File: config.mk
export PLATFORM = sky130hd
export DESIGN_NAME = pwm_duty_capture
export DESIGN_NICKNAME = d
export VERILOG_FILES = /design/src/rtl/pwm_duty_capture.sv
export SDC_FILE = /design/constraint.sdc
export NUM_CORES = 1
export LEC_CHECK = 0
export CORE_AREA = 8 8 71 73
export CTS_CLUSTER_SIZE = 12
export DETAILED_ROUTE_END_ITERATION = 8
export DIE_AREA = 0 0 79 81
export PLACE_DENSITY = 0.81
export SYNTH_ARGS = -nofsm -noshare
export SYNTH_HDL_FRONTEND = slang
export SYNTH_SLANG_ARGS = --single-unit
File: constraint.sdc
create_clock -name clk -period 2.3 [get_ports clk]
set_clock_uncertainty 0.05 [all_clocks]
set_input_delay 0.46 -clock clk [delete_from_list [all_inputs] [get_ports clk]]
set_output_delay 0.46 -clock clk [all_outputs]
set_load 0.02 [all_outputs]
File: src/rtl/pwm_duty_capture.sv
// Receive side of the PWM link: counts high cycles and rising edges of an
// asynchronous PWM line over back-to-back windows of 2^WIN_LOG2 clocks.
module pwm_duty_capture #(
  parameter int WIN_LOG2    = 5,
  parameter int SYNC_STAGES = 2
) (
  input  logic                clk,
  input  logic                rst_n,
  input  logic                ena,
  input  logic                pwm_in,
  output logic [WIN_LOG2:0]   duty,
  output logic [7:0]          edges,
  output logic                valid,
  output logic                busy
);

  typedef enum logic [1:0] {
    ST_IDLE    = 2'd0,
    ST_ALIGN   = 2'd1,
    ST_MEASURE = 2'd2
  } state_t;

  localparam logic [WIN_LOG2-1:0] CNT_ZERO  = {WIN_LOG2{1'b0}};
  localparam logic [WIN_LOG2-1:0] CNT_ONE   = {{(WIN_LOG2-1){1'b0}}, 1'b1};
  localparam logic [WIN_LOG2-1:0] CNT_LAST  = {WIN_LOG2{1'b1}};
  localparam logic [WIN_LOG2:0]   HIGH_ZERO = {(WIN_LOG2+1){1'b0}};

  function automatic logic [7:0] sat_inc8(input logic [7:0] val, input logic inc);
    logic [7:0] res;
    if (val == 8'hFF) begin
      res = 8'hFF;
    end else begin
      res = val + {7'd0, inc};
    end
    return res;
  endfunction

  logic [SYNC_STAGES-1:0] sync_q;
  logic                   pwm_d_q;
  logic                   pwm_s;
  logic                   rise_s;

  state_t                 state_q;
  logic [WIN_LOG2-1:0]    win_cnt_q;
  logic [WIN_LOG2-1:0]    tmo_cnt_q;
  logic [WIN_LOG2:0]      high_cnt_q;
  logic [WIN_LOG2:0]      high_cnt_d;
  logic [7:0]             edge_cnt_q;
  logic [7:0]             edge_cnt_d;
  logic [WIN_LOG2:0]      duty_q;
  logic [7:0]             edges_q;
  logic                   valid_q;
  logic                   busy_q;

  assign pwm_s  = sync_q[SYNC_STAGES-1];
  assign rise_s = pwm_s & ~pwm_d_q;

  // Input synchronizer chain plus one extra flop for rising-edge detection
  always_ff @(posedge clk or posedge rst_n) begin
    if (rst_n) begin
      sync_q  <= {SYNC_STAGES{1'b0}};
      pwm_d_q <= 1'b0;
    end else begin
      sync_q  <= {sync_q[SYNC_STAGES-2:0], pwm_in};
      pwm_d_q <= pwm_s;
    end
  end

  // Running totals that include the current cycle's sample
  always_comb begin
    high_cnt_d = high_cnt_q + {{WIN_LOG2{1'b0}}, pwm_s};
    edge_cnt_d = sat_inc8(edge_cnt_q, rise_s);
  end

  // Control FSM with counters and registered result outputs
  always_ff @(posedge clk or posedge rst_n) begin
    if (rst_n) begin
      state_q    <= ST_IDLE;
      win_cnt_q  <= CNT_ZERO;
      tmo_cnt_q  <= CNT_ZERO;
      high_cnt_q <= HIGH_ZERO;
      edge_cnt_q <= 8'd0;
      duty_q     <= HIGH_ZERO;
      edges_q    <= 8'd0;
      valid_q    <= 1'b0;
      busy_q     <= 1'b0;
    end else begin
      valid_q <= 1'b0;
      case (state_q)
        ST_IDLE: begin
          win_cnt_q  <= CNT_ZERO;
          tmo_cnt_q  <= CNT_ZERO;
          high_cnt_q <= HIGH_ZERO;
          edge_cnt_q <= 8'd0;
          busy_q     <= 1'b0;
          if (ena) begin
            state_q <= ST_ALIGN;
          end else begin
            state_q <= ST_IDLE;
          end
        end
        ST_ALIGN: begin
          // The aligning rise itself is not part of the first window
          if (!ena) begin
            state_q   <= ST_IDLE;
            tmo_cnt_q <= CNT_ZERO;
            busy_q    <= 1'b0;
          end else if (rise_s || (tmo_cnt_q == CNT_LAST)) begin
            state_q    <= ST_MEASURE;
            tmo_cnt_q  <= CNT_ZERO;
            win_cnt_q  <= CNT_ZERO;
            high_cnt_q <= HIGH_ZERO;
            edge_cnt_q <= 8'd0;
            busy_q     <= 1'b1;
          end else begin
            tmo_cnt_q <= tmo_cnt_q + CNT_ONE;
          end
        end
        ST_MEASURE: begin
          if (!ena) begin
            state_q    <= ST_IDLE;
            win_cnt_q  <= CNT_ZERO;
            high_cnt_q <= HIGH_ZERO;
            edge_cnt_q <= 8'd0;
            busy_q     <= 1'b0;
          end else if (win_cnt_q == CNT_LAST) begin
            duty_q     <= high_cnt_d;
            edges_q    <= edge_cnt_d;
            valid_q    <= 1'b1;
            win_cnt_q  <= CNT_ZERO;
            high_cnt_q <= HIGH_ZERO;
            edge_cnt_q <= 8'd0;
          end else begin
            win_cnt_q  <= win_cnt_q + CNT_ONE;
            high_cnt_q <= high_cnt_d;
            edge_cnt_q <= edge_cnt_d;
          end
        end
        default: begin
          state_q <= ST_IDLE;
          busy_q  <= 1'b0;
        end
      endcase
    end
  end

  assign duty  = duty_q;
  assign edges = edges_q;
  assign valid = valid_q;
  assign busy  = busy_q;

endmodule

==> reports/qor.txt, run 1 <==
Die H: 81 µm
Status: finished clean
Worst path arrival time: 2.14 ns
DP HPWL: 2.83 mm
Yosys Warn Count: 0
RSZ-0062 raised after global routing: no
Post-DR wirelength/cell: 14.8 µm
CP delay by family, top: simple AND/OR/NAND/NOR gates
First drt pass iteration count: 4
Register bit total from synthesis: 44
Post-synthesis cell type count: 38
Final net count: 233
Top FF cell, synth: dfrtp_1
CTS sink cnt: 44
Share of layout cells above drive strength 1: 0.0811
Skew-Pair Late Insertion Delay: 0.29 ns
Pwr Total: 1.35 mW
R2r setup slk: 0.32 ns
Worst path cell trace: and2b_1, ha_1, ha_1, nand3_1, nor4_1, nor3_1, o21ai_0
Vias per inst: 5.72
H-tree levels: 2
Worst rel slew slack: 0.533
Row count: 23
CP peak stage delay: 0.36 ns
Cell leakage power: 1.11 nW
Worst setup endpoint: edges[6]
Number of cells on the critical path: 7
Crit-path slowest cell: dfrtp_1
GRT Total Usage: 0.132
Dpl ws: 0.316 ns
Largest net degree at the start of global routing: 27
CTS clk-pin slew, worst paths: 0.08 ns
Placed insts: 264
Min-Delay Path Class: reg2reg
Synth async-reset ratio: 1.00
Setup Viol. Count Final: 0
Syn Nets: 211
Worst Reg-to-Reg Cells: 7
GRT overflow: 0
Reg2Reg Capture Point: edges[6]
TritonCTS clock tree: yes
First-pass GRT wire length: 6.75 mm
EDFF count, synth: 0
Cts repair resizes: 0
DIE AREA: 6400 µm²
Number of global-route vias before repair: 1436
Non-Filler Instances: 272
Worst-margin pin slew: 0.696 ns
Maximum clock rate: 0.505 GHz
DRC viols: 0
Clock Path Buffers: 2
Peak fanout along the critical path: 5
Post-synthesis cell area: 2090 µm²
Post-CTS Hold Buffers: 0
Antenna viol nets, final: 0
# port buffers: 19
Setup Fix Bufs, Post-CTS: 0
Clock buffer count from CTS: 5
CP Buf/Inv Count: 0
Seq/Total Area, Yosys: 0.528
Critical path required time: 2.46 ns
Count of final hold-check violations: 0
Starting DRT DRC Count: 53
PwrDens: 559 nW/µm²
Die W: 79 µm
Initial antenna violation count: 0
CP Class: reg2reg
Reg2reg start: pwm_d_q
Layout area overhead: 16.0%
Critical Path Source Type: register
Final worst path period need: 1.98 ns
Initial Util: 0.533
Root Driver: clkbuf_8
Setup crit end kind: register
Setup crit start: pwm_d_q
Syn_area_per_cell: 10.5 µm²
Vias post-DR: 1557
Placer Congestion: 0.962
Post-layout util: 0.619
ANT cells: 0
Ports: 20
Period utilisation layout: 0.861
Most frequent CP cell: ha_1
VDD IR-drop max: 0.351 mV
Slew Viols, Final: 0
PnR worst setup slack: 0.319 ns
Max cap viols: 0
CORE AREA: 3910 µm²
Synth Instances: 199
Final TNS setup: 0 ns
Total routed wirelength: 4.01 mm
==> logic make-up (layout without fill, tap and decap cells) <==
group,after synthesis,in the layout,synth area share
and+or+nand+nor,63,63,0.156
AOI/OAI and AO/OA,54,54,0.171
DFF,44,44,0.528
buffers and inverters,18,41,0.0438
adders and majority gates,8,8,0.0480
xor gates and xnor gates,8,8,0.0336
muxes,4,4,0.0198
==> layout by cell type, fill, tap and decap left out, types with 4 or more instances in the layout <==
master / instances
and3_1: 5
clkdlybuf4s50_1: 19
o21ai_0: 21
nand2_1: 16
a21oi_1: 6
dfrtp_1: 44
nand3_1: 7
xnor2_1: 7
a2bb2oi_1: 6
a22o_1: 10
nor3_1: 4
inv_1: 8
nor2_1: 17
o2bb2ai_1: 4
clkbuf_8: 6
ha_1: 8
==> cells in the mapped netlist, types with 2 or more instances <==
| library cell | number | share of area |
|---|---|---|
| ha_1 | 8 | 0.048 |
| nand4_1 | 2 | 0.0060 |
| dfrtp_1 | 44 | 0.53 |
| nor2_1 | 17 | 0.031 |
| buf_2 | 4 | 0.0096 |
| and2_1 | 3 | 0.0090 |
| nand2_1 | 16 | 0.029 |
| a22o_1 | 10 | 0.042 |
| xnor2_1 | 7 | 0.029 |
| buf_6 | 2 | 0.011 |
| a22oi_1 | 3 | 0.011 |
| nand3_1 | 7 | 0.017 |
| a2bb2oi_1 | 6 | 0.025 |
| a21oi_1 | 6 | 0.014 |
| nor3_1 | 4 | 0.0096 |
| and3_1 | 5 | 0.015 |
| mux2i_1 | 3 | 0.014 |
| o21ai_0 | 21 | 0.050 |
| inv_1 | 9 | 0.016 |
| o2bb2ai_1 | 4 | 0.017 |
==> layout make-up <==
type                            instances  area [µm²]
Timing Repair Buffer                   23         233
Fill cell                             336        1490
Tap cell                               50        62.6
Clock inverter                          2        10.0
Multi-Input combinational cell        137         895
Sequential cell                        44        1100
Inverter                               10        37.5
Clock buffer                            6        82.6
==> worst min-delay path by stage <==
stage	start	end	slack [ns]	depth (start not counted)
detailed placement	sync_q[0]	sync_q[1]	0.29	0
CTS	sync_q[0]	sync_q[1]	0.31	0
floorplan	sync_q[0]	sync_q[1]	0.28	0
finish	sync_q[0]	sync_q[1]	0.30	0
global placement	sync_q[0]	sync_q[1]	0.28	0
global route	sync_q[0]	sync_q[1]	0.31	0
==> layer usage <==
metal	GRT usage	vias to the layer above	share of wire
met1	0.174	758	0.47
met2	0.204	49	0.45
met3	0.0397	5	0.064
met5	0	-	0
met4	0.0444	0	0.014
li1	-	745	-
==> state kept, by name, summed over array words and instances, names as in the netlist <==
signal      flops
valid           1
high_cnt_q      6
tmo_cnt_q       5
edge_cnt_q      8
win_cnt_q       5
duty            6
pwm_d_q         1
sync_q          2
edges           8
state_q         2
==> report_power, final <==
| part | internal, mW | total, mW | switching, mW |
|---|---|---|---|
| sequential | 0.780 | 0.792 | 0.0115 |
| combinational | 0.0291 | 0.0675 | 0.0385 |
| clock | 0.240 | 0.495 | 0.255 |
==> worst register-to-register path, stage by stage, from the launching register on <==
cell     delay (ns)
dfrtp_1        0.36
and2b_1        0.27
ha_1           0.22
ha_1           0.27
nand3_1        0.15
nor4_1         0.27
nor3_1         0.12
o21ai_0        0.18
==> through the flow <==
step                hold WS (ns)  instance area [µm²]
finish                     0.304                 2420
global route               0.306                 2420
CTS                        0.309                 2420
detailed placement         0.292                 2330
global placement           0.285                 2330
floorplan                  0.281                 2090
Note: power is estimated with default switching activity, not from simulation.
==> run 2, diff against run 1 <==
CTS_BUF_LIST = sky130_fd_sc_hd__clkbuf_4 sky130_fd_sc_hd__clkbuf_8 sky130_fd_sc_hd__clkbuf_16   (was default)
REMOVE_ABC_BUFFERS = 1   (was default)
==> reports/qor.txt, run 2 (synthesis gave the netlist of run 1 again) <==
First-pass GRT wire length: 7.21 mm (+6.8%)
Clock buffer count from CTS: 5 (unchanged)
TritonCTS clock tree: yes
DP HPWL: 2.91 mm (+2.7%)
CORE AREA: 3910 µm² (unchanged)
Total routed wirelength: 4.11 mm (+2.5%)
Slew Viols, Final: 0 (unchanged)
Number of global-route vias before repair: 1578 (+9.9%)
PwrDens: 537 nW/µm² (-4.0%)
DIE AREA: 6400 µm² (unchanged)
ANT cells: 0 (unchanged)
PnR worst setup slack: 0.318 ns (-0.000715 ns)
Row count: 23 (unchanged)
CP peak stage delay: 0.67 ns (+0.31 ns)
WHS: 0.314 ns (+0.00942 ns)
Commonest non-fill, non-tap cells in the layout: dfrtp_1 (44), o21ai_0 (21), clkdlybuf4s50_1 (19), nor2_1 (17), nand2_1 (16)
Period utilisation layout: 0.862 (about the same)
VDD IR-drop max: 0.304 mV (-13%)
First drt pass iteration count: 4 (unchanged)
Worst path cell trace: clkdlybuf4s50_1
CP delay by family, top: buffers and inverters
Dpl ws: 0.305 ns (-0.0102 ns)
Die H: 81 µm (unchanged)
Worst-margin pin slew: 0.536 ns (-0.160 ns)
Most common cell after layout, fill and taps aside: dfrtp_1
Crit-path slowest cell: clkdlybuf4s50_1
CP Buf/Inv Count: 1 (+1)
Cell leakage power: 1.10 nW (-0.94%)
Final TNS setup: 0 ns (unchanged)
Peak fanout along the critical path: 9 (+4)
Starting DRT DRC Count: 66 (+25%)
CTS sink cnt: 44 (unchanged)
DRC viols: 0 (unchanged)
H-tree levels: 2 (unchanged)
Critical Path Source Type: register
Sequential Area: 1100 µm² (unchanged)
Min-Delay Path Class: reg2reg
Die W: 79 µm (unchanged)
Critical path required time: 1.79 ns (-0.67 ns)
Largest net degree at the start of global routing: 45 (+67%)
Initial Util: 0.533 (unchanged)
Share of layout cells above drive strength 1: 0.0769 (-0.00416)
GRT overflow: 0 (unchanged)
Count of final hold-check violations: 0 (unchanged)
Root Driver: clkbuf_8
GRT Total Usage: 0.143 (+0.0106)
Skew-Pair Late Insertion Delay: 0.29 ns (about the same)
Vias per inst: 5.62 (-1.8%)
Area taken by multi-input logic gates: 895 µm² (unchanged)
Setup Viol. Count Final: 0 (unchanged)
Antenna viol nets, final: 0 (unchanged)
Layout area overhead: 15.0%
Setup crit end kind: primary output
CTS clk-pin slew, worst paths: 0.07 ns (about the same)
Ports: 20 (unchanged)
Placer Congestion: 0.818 (-15%)
Worst rel slew slack: 0.643 (+0.109)
Vias post-DR: 1524 (-2.1%)
Setup Fix Bufs, Post-CTS: 0 (unchanged)
Cts repair resizes: 0 (unchanged)
Maximum clock rate: 0.505 GHz (about the same)
Status: finished clean
Initial antenna violation count: 0 (unchanged)
CP Class: reg2out
Post-CTS Hold Buffers: 0 (unchanged)
Layout fillers: 356 (+6.0%)
Clock Path Buffers: 2 (unchanged)
# port buffers: 19 (unchanged)
RSZ-0062 raised after global routing: no
Final worst path period need: 1.98 ns (+0.000715 ns)
Final net count: 235 (+0.86%)
Post-DR wirelength/cell: 15.2 µm (+2.9%)
Worst path arrival time: 1.47 ns (-0.67 ns)
Max cap viols: 0 (unchanged)
## run 2: area by class of cell
class	instances	share of cell area
Tap cell	50	0.0261
Clock buffer	5	0.0287
Sequential cell	44	0.459
Timing Repair Buffer	25	0.0980
Multi-Input combinational cell	137	0.373
Inverter	10	0.0156
## run 2: per-stage QoR
step                cells   util  power, mW  area, µm²
finish                271  0.613       1.29       2400
floorplan             191      -      0.848       2030
CTS                   271  0.613       1.30       2400
global route          271  0.613       1.35       2400
global placement      266  0.596      0.874       2330
detailed placement    266  0.596      0.876       2330
## run 2: power by group
part / internal (mW) / total (mW) / switching [mW]
Clock: 0.196 / 0.429 / 0.233
Combinational: 0.0294 / 0.0731 / 0.0437
Sequential: 0.781 / 0.786 / 0.00592
## run 2: final timing paths
kind / from / endpoint / slack (ns) / depth (start not counted)
worst max-delay path: state_q[1] / busy / 0.32 / 1
worst min-delay path: sync_q[0] / sync_q[1] / 0.31 / 0
worst max register to register: tmo_cnt_q[0] / high_cnt_q[1] / 0.34 / 6
worst min register to register: sync_q[0] / sync_q[1] / 0.31 / 0
max in group asynchronous: rst_n / edge_cnt_q[3] / 1.28 / 3
min in group asynchronous: rst_n / edges[6] / 0.54 / 3
## run 2: metal layers
layer,vias to the layer above,track usage,share of wire
met4,0,0.0667,0.017
met2,33,0.220,0.47
li1,749,-,-
met3,6,0.0442,0.040
met5,-,0,0
met1,736,0.179,0.48
